$ cat src/rtl/vga_pkg.sv
// ---------------------------------------------------------------------------
// vga_pkg
// Shared constants for the VGA pixel-RAM arbiter.
//   ADDR_W_DEF / DATA_W_DEF : default pixel address / pixel data widths
//   RD_LAT                  : display read latency, address edge to rd_valid
//   GNT_*                   : encoding of the arbiter's grant output
// ---------------------------------------------------------------------------
package vga_pkg;
   localparam int ADDR_W_DEF = 15;
   localparam int DATA_W_DEF = 6;
   localparam int RD_LAT     = 2;

   localparam logic [1:0] GNT_IDLE  = 2'd0;
   localparam logic [1:0] GNT_READ  = 2'd1;
   localparam logic [1:0] GNT_WRITE = 2'd2;

   // Grant FSM state doubles as the grant output, so it uses the same codes.
   typedef enum logic [1:0] {
      ST_IDLE  = GNT_IDLE,
      ST_READ  = GNT_READ,
      ST_WRITE = GNT_WRITE
   } gnt_state_e;
endpackage

$ cat src/rtl/arb_wr_fifo.sv
// ---------------------------------------------------------------------------
// arb_wr_fifo
// Synchronous write buffer holding {addr,data} pixel entries.
//   clk, reset_n : clock, asynchronous active-low reset
//   push, din    : enqueue one entry (caller guarantees not full)
//   pop, dout    : dequeue head (caller guarantees not empty); dout is the
//                  current head, available combinationally
//   full, empty  : registered flags, consistent with count after each edge
//   count        : number of stored entries
// ---------------------------------------------------------------------------
module arb_wr_fifo #(
   parameter int DEPTH = 4,
   parameter int W     = 21
) (
   input  logic                     clk,
   input  logic                     reset_n,
   input  logic                     push,
   input  logic                     pop,
   input  logic [W-1:0]             din,
   output logic [W-1:0]             dout,
   output logic                     full,
   output logic                     empty,
   output logic [$clog2(DEPTH):0]   count
);
   localparam int PW = $clog2(DEPTH);
   localparam int CW = PW + 1;
   localparam logic [CW-1:0] FULL_CNT = CW'(DEPTH);

   logic [W-1:0]  r_mem [DEPTH];
   logic [PW-1:0] r_wr_ptr;
   logic [PW-1:0] r_rd_ptr;
   logic [CW-1:0] r_count;
   logic          r_full;
   logic          r_empty;
   logic [CW-1:0] w_count_next;

   always_comb begin
      w_count_next = r_count;
      if (push && !pop)
         w_count_next = r_count + 1'b1;
      else if (!push && pop)
         w_count_next = r_count - 1'b1;
   end

   // Storage needs no reset; only pointers and flags define validity.
   always_ff @(posedge clk) begin
      if (push)
         r_mem[r_wr_ptr] <= din;
   end

   // Pointers wrap naturally because DEPTH is a power of two.
   always_ff @(posedge clk or negedge reset_n) begin
      if (!reset_n) begin
         r_wr_ptr <= '0;
         r_rd_ptr <= '0;
         r_count  <= '0;
         r_full   <= 1'b0;
         r_empty  <= 1'b1;
      end else begin
         if (push)
            r_wr_ptr <= r_wr_ptr + 1'b1;
         if (pop)
            r_rd_ptr <= r_rd_ptr + 1'b1;
         r_count <= w_count_next;
         r_full  <= (w_count_next == FULL_CNT);
         r_empty <= (w_count_next == '0);
      end
   end

   assign dout  = r_mem[r_rd_ptr];
   assign full  = r_full;
   assign empty = r_empty;
   assign count = r_count;
endmodule

$ cat src/rtl/vga_ram_arbiter.sv
// ---------------------------------------------------------------------------
// vga_ram_arbiter
// Shares a single-port pixel RAM (1-cycle read latency) between the VGA
// scan-out reader and a buffered pixel writer. Display reads always win;
// buffered writes drain only in cycles with no display read.
//   clk, reset_n             : pixel clock, asynchronous active-low reset
//   rd_en, rd_addr           : display read request / address
//   rd_data, rd_valid        : read return, RD_LAT cycles after the request
//   wr_req, wr_addr, wr_data : writer offers one pixel, held until wr_ack
//   wr_ack                   : one-cycle pulse, pixel accepted into buffer
//   wr_full, wr_empty        : write buffer status
//   ram_addr/ram_we/ram_wdata: registered RAM port; ram_q is RAM read data
//   grant                    : last issued op (GNT_IDLE/GNT_READ/GNT_WRITE)
// Optional build macro ARB_STATS_EN adds:
//   stall_cnt : saturating count of edges where a buffered write was blocked
//   ovf_seen  : sticky flag, wr_req observed while the buffer was full
// ---------------------------------------------------------------------------
module vga_ram_arbiter
   import vga_pkg::*;
#(
   parameter int ADDR_W     = ADDR_W_DEF,
   parameter int DATA_W     = DATA_W_DEF,
   parameter int FIFO_DEPTH = 4
) (
   input  logic              clk,
   input  logic              reset_n,
   input  logic              rd_en,
   input  logic [ADDR_W-1:0] rd_addr,
   output logic [DATA_W-1:0] rd_data,
   output logic              rd_valid,
   input  logic              wr_req,
   input  logic [ADDR_W-1:0] wr_addr,
   input  logic [DATA_W-1:0] wr_data,
   output logic              wr_ack,
   output logic              wr_full,
   output logic              wr_empty,
   output logic [ADDR_W-1:0] ram_addr,
   output logic              ram_we,
   output logic [DATA_W-1:0] ram_wdata,
   input  logic [DATA_W-1:0] ram_q,
   output logic [1:0]        grant
`ifdef ARB_STATS_EN
   ,
   output logic [15:0]       stall_cnt,
   output logic              ovf_seen
`endif
);
   localparam int EW = ADDR_W + DATA_W;
   localparam int CW = $clog2(FIFO_DEPTH) + 1;

   logic [EW-1:0]     w_head;
   logic              w_full;
   logic              w_empty;
   logic [CW-1:0]     w_count;
   logic              w_has_data;
   logic              w_push;
   logic              w_pop;

   gnt_state_e        r_state;
   logic [ADDR_W-1:0] r_ram_addr;
   logic              r_ram_we;
   logic [DATA_W-1:0] r_ram_wdata;
   logic              r_wr_ack;
   logic [RD_LAT-1:0] r_rd_pipe;
   logic              r_rd_valid;
   logic [DATA_W-1:0] r_rd_data;

   // A full buffer refuses the push even if a pop frees a slot this edge.
   // Pop uses the pre-edge count, so a pixel pushed into an empty buffer
   // reaches RAM one edge later at the earliest.
   assign w_has_data = (w_count != '0);
   assign w_push     = wr_req && !w_full;
   assign w_pop      = !rd_en && w_has_data;

   arb_wr_fifo #(
      .DEPTH (FIFO_DEPTH),
      .W     (EW)
   ) u_fifo (
      .clk     (clk),
      .reset_n (reset_n),
      .push    (w_push),
      .pop     (w_pop),
      .din     ({wr_addr, wr_data}),
      .dout    (w_head),
      .full    (w_full),
      .empty   (w_empty),
      .count   (w_count)
   );

   // Grant FSM with registered RAM port. IDLE holds address and data.
   always_ff @(posedge clk or negedge reset_n) begin
      if (!reset_n) begin
         r_state     <= ST_IDLE;
         r_ram_addr  <= '0;
         r_ram_we    <= 1'b0;
         r_ram_wdata <= '0;
         r_wr_ack    <= 1'b0;
      end else begin
         r_wr_ack <= w_push;
         if (rd_en) begin
            r_state    <= ST_READ;
            r_ram_addr <= rd_addr;
            r_ram_we   <= 1'b0;
         end else if (w_pop) begin
            r_state     <= ST_WRITE;
            r_ram_addr  <= w_head[EW-1:DATA_W];
            r_ram_wdata <= w_head[DATA_W-1:0];
            r_ram_we    <= 1'b1;
         end else begin
            r_state  <= ST_IDLE;
            r_ram_we <= 1'b0;
         end
      end
   end

   // Read return pipeline: address registered at edge N, RAM data out after
   // N+1, captured into rd_data at N+RD_LAT.
   always_ff @(posedge clk or negedge reset_n) begin
      if (!reset_n) begin
         r_rd_pipe  <= '0;
         r_rd_valid <= 1'b0;
         r_rd_data  <= '0;
      end else begin
         r_rd_pipe  <= {r_rd_pipe[RD_LAT-2:0], rd_en};
         r_rd_valid <= r_rd_pipe[RD_LAT-1];
         if (r_rd_pipe[RD_LAT-1])
            r_rd_data <= ram_q;
      end
   end

`ifdef ARB_STATS_EN
   logic [15:0] r_stall_cnt;
   logic        r_ovf_seen;

   always_ff @(posedge clk or negedge reset_n) begin
      if (!reset_n) begin
         r_stall_cnt <= '0;
         r_ovf_seen  <= 1'b0;
      end else begin
         if (w_has_data && rd_en && (r_stall_cnt != 16'hFFFF))
            r_stall_cnt <= r_stall_cnt + 16'd1;
         if (wr_req && w_full)
            r_ovf_seen <= 1'b1;
      end
   end

   assign stall_cnt = r_stall_cnt;
   assign ovf_seen  = r_ovf_seen;
`endif

   assign ram_addr  = r_ram_addr;
   assign ram_we    = r_ram_we;
   assign ram_wdata = r_ram_wdata;
   assign wr_ack    = r_wr_ack;
   assign wr_full   = w_full;
   assign wr_empty  = w_empty;
   assign rd_valid  = r_rd_valid;
   assign rd_data   = r_rd_data;
   assign grant     = r_state;
endmodule

$ cat config.mk
export PLATFORM = sky130hd
export DESIGN_NAME = vga_ram_arbiter
export DESIGN_NICKNAME = d
export VERILOG_FILES = /design/src/rtl/vga_pkg.sv /design/src/rtl/arb_wr_fifo.sv /design/src/rtl/vga_ram_arbiter.sv
export SDC_FILE = /design/constraint.sdc
export NUM_CORES = 1
export LEC_CHECK = 0
export CAP_MARGIN = 20
export CORE_UTILIZATION = 57
export DETAILED_ROUTE_END_ITERATION = 8
export GPL_TIMING_DRIVEN = 0
export PLACE_DENSITY = 0.87
export SLEW_MARGIN = 20
export SYNTH_ARGS = -nofsm -noshare
export SYNTH_HDL_FRONTEND = slang
export SYNTH_SLANG_ARGS = --single-unit
$ cat constraint.sdc
create_clock -name clk -period 2.93 [get_ports clk]
set_input_delay 0.4395 -clock clk [delete_from_list [all_inputs] [get_ports clk]]
set_output_delay 0.4395 -clock clk [all_outputs]
set_load 0.05 [all_outputs]
==> impl_metrics.csv <==
group,metric,value,unit
timing,worst_pin_slew,1.10,ns
cts,hold_buffers,1,
cts,cts_root_buffer,"clkbuf_8",
setup_path,crit_type,"reg -> out",
cts,path_clk_slew,0.06,ns
logic_synthesis,syn-instance-count,264,
hold_path,hp-class,"in -> async",
grt,grt_remaining_overflow,0,
logic_synthesis,synth_most_common_cell,"edfxtp_1",
drt,drt_iter0_drc,245,
timing,hold_viol,0,
layout,fin_nets,418,
placed_design,place_congestion,0.762,
timing,setup_violations,0,
logic_synthesis,synth_area,0.00485,mm2
floorplan,num_io_pins,80,
pwr,p_leak,2.37,nW
setup_path,cp_max_fo,1,
logic_synthesis,synth_cell_types,36,
setup_path,cp.required,2.49,ns
timing,grt_setup_unrepaired,"false",
grt,grt.met3_usage,7.12,%
timing,fmax,444,MHz
floorplan,die_h,94.3,um
setup_path,cp_cell_sequence,"clkdlybuf4s50_1",
setup_path,critPathCaptureType,"output pin",
logic_synthesis,synth_top_area_share,52.0,%
logic_synthesis,yosys-top-cells-area,"edfxtp_1 52%, dfrtp_1 21%, mux4_2 9.7%",
drt,wl_per_cell,21.1,um
logic_synthesis,yosys_warnings,0,
grt,antenna_found_initial,0,
layout,layout-drive-gt1-share,21.2,%
logic_synthesis,synth_nets,317,
placed_design,io_buffer_count,79,
cts,clock-sinks,125,
grt,first_global_vias,3001,
placed_design,dp.cells,449,
setup_path,worstPathArrival,1.81,ns
grt,use_met2,43.9,%
status,status,"completed",
timing,setup_tns,0,ns
floorplan,core_area,0.00822,mm2
pwr,ir_worst_vdd,0.617,mV
floorplan,die_x,94.3,um
cts,cts_buffer_depth,2,
setup_path,cp_num_buf_inv,1,
setup_path,critPathLaunchType,"register",
grt,grt_pass1_wl,15900,um
floorplan,die_area,0.00888,mm2
grt,grt_util_all_layers,26.0,%
logic_synthesis,synth_edf_count,84,
timing,post-route-min-period,2.25,ns
logic_synthesis,synth_seq_cells,125,
layout,n_antenna_cell,0,
timing,finalCritPeriodShare,76.8,%
grt,grt.busiest_layer,"met2",
logic_synthesis,synth_top_area_cell,"edfxtp_1",
cts,clk_latency,0.52,ns
layout,instances_no_fill,483,
floorplan,initial_core_util,59.0,%
cts,ctsResizeCount,0,
logic_synthesis,synthArstFlopShare,32.8,%
floorplan,num_rows,33,
setup_path,max_stage_delay,0.78,ns
layout,post-route-util,77.7,%
setup_path,crit_family,"buffers and inverters",
logic_synthesis,synth_commonest_cells,"84 x edfxtp_1, 40 x dfrtp_1, 21 x mux4_2",
grt,grt_use_met1,31.3,%
drt,vias,2792,
cts,cts_made_buffers,17,
placed_design,dpl.hpwl,6040,um
timing,hold_ws,0.330,ns
layout,area_growth_syn_to_layout,31.6,%
drt,routed_wl,10200,um
logic_synthesis,ys_seq_area_share,73.2,%
drt,viasPerCell,5.78,
logic_synthesis,synth_ff_type,"edfxtp_1",
timing,timing.slew.headroom,26.6,%
pwr,p_per_area,1070,mW/mm2
grt,grt_max_degree,33,
flow_run,drv_cap,0,
cts,cts_setup_buffers,0,
drt,first_pass_iters,4,
setup_path,crit_slowest_cell,"clkdlybuf4s50_1",
cts,cts_tree,"done",
drt,drc,0,
setup_path,regToRegSetupSlack,0.80,ns
timing,skew,0.00561,ns
logic_synthesis,syn_area_per_cell,18.4,um2
drt,ant_nets,0,
timing,slew_viol_final,0,
cts,cts_htree_levels,4,
-- worst paths after layout --
path,startpoint,end,depth (start not counted)
setup / recovery,u_fifo.empty,wr_empty,1
setup reg to reg,u_fifo.full,u_fifo.r_mem[2][12],3
hold / removal,reset_n,wr_ack,2
hold reg to reg,r_rd_pipe[1],rd_valid,0
max in group asynchronous,reset_n,u_fifo.empty,3
min in group clk,r_rd_pipe[1],rd_valid,0
-- per-layer routing --
| layer | vias to the layer above | share of wire, % |
|---|---|---|
| met2 | 128 | 53 |
| li1 | 1218 | - |
| met1 | 1424 | 38 |
| met5 | - | 0 |
| met3 | 22 | 6.0 |
| met4 | 0 | 2.5 |
-- power by group --
group / internal (mW) / total (mW) / switching [mW]
clock network: 1.28 / 2.01 / 0.730
logic: 0.936 / 2.30 / 1.36
registers: 2.34 / 2.53 / 0.187
total: 4.56 / 6.84 / 2.28
-- registers in the layout, indices dropped and copies added (netlist names), 2 cells and up --
| register | count |
|---|---|
| ram_addr | 15 |
| r_rd_pipe | 2 |
| u_fifo.r_mem | 84 |
| ram_wdata | 6 |
| rd_data | 6 |
| u_fifo.r_wr_ptr | 2 |
| u_fifo.count | 3 |
| u_fifo.r_rd_ptr | 2 |
-- placed cells by master, fill, tap and decap left out, types with 2 or more instances in the layout --
master,n
ha_1,7
clkinv_1,2
dfrtp_1,40
clkbuf_16,16
inv_1,4
buf_1,3
and2_1,4
a21oi_1,15
clkbuf_1,6
mux4_2,21
xnor2_1,3
nor2_1,4
bufinv_16,3
nand2_1,18
clkinv_2,6
edfxtp_1,84
clkinvlp_4,4
buf_4,4
mux2_2,12
buf_2,4
clkdlybuf4s50_1,78
a2bb2oi_1,17
-- area by class of cell --
cell class | count | area, um2
Sequential cell | 125 | 3550
Fill cell | 457 | 1830
Multi-Input combinational cell | 118 | 1200
Timing Repair Buffer | 82 | 831
Clock buffer | 19 | 422
Clock inverter | 13 | 150
Tap cell | 105 | 131
Buffer | 15 | 82.6
Inverter | 6 | 22.5
-- metrics by stage --
stage               total power [mW]  worst slack [ns]  instance area, um2
floorplan                       4.10             0.986                4850
detailed placement              4.81             0.315                5790
CTS                             6.86             0.662                6370
global placement                4.73             0.307                5770
global route                    7.14             0.636                6380
finish                          6.84             0.678                6380
-- kinds of logic (layout without fill, tap and decap cells) --
family | count (synthesis) | after routing | share of synthesized area [%]
flip-flops | 125 | 125 | 73.2
AO/OA/AOI/OAI | 39 | 39 | 5.98
AND/OR/NAND/NOR | 35 | 35 | 3.61
multiplexers | 33 | 33 | 12.5
buffers and inverters | 21 | 135 | 2.17
adder cells (fa/ha/maj) | 7 | 7 | 1.81
XOR/XNOR | 4 | 4 | 0.722
No activity file was read; power rests on OpenSTA's default activity.
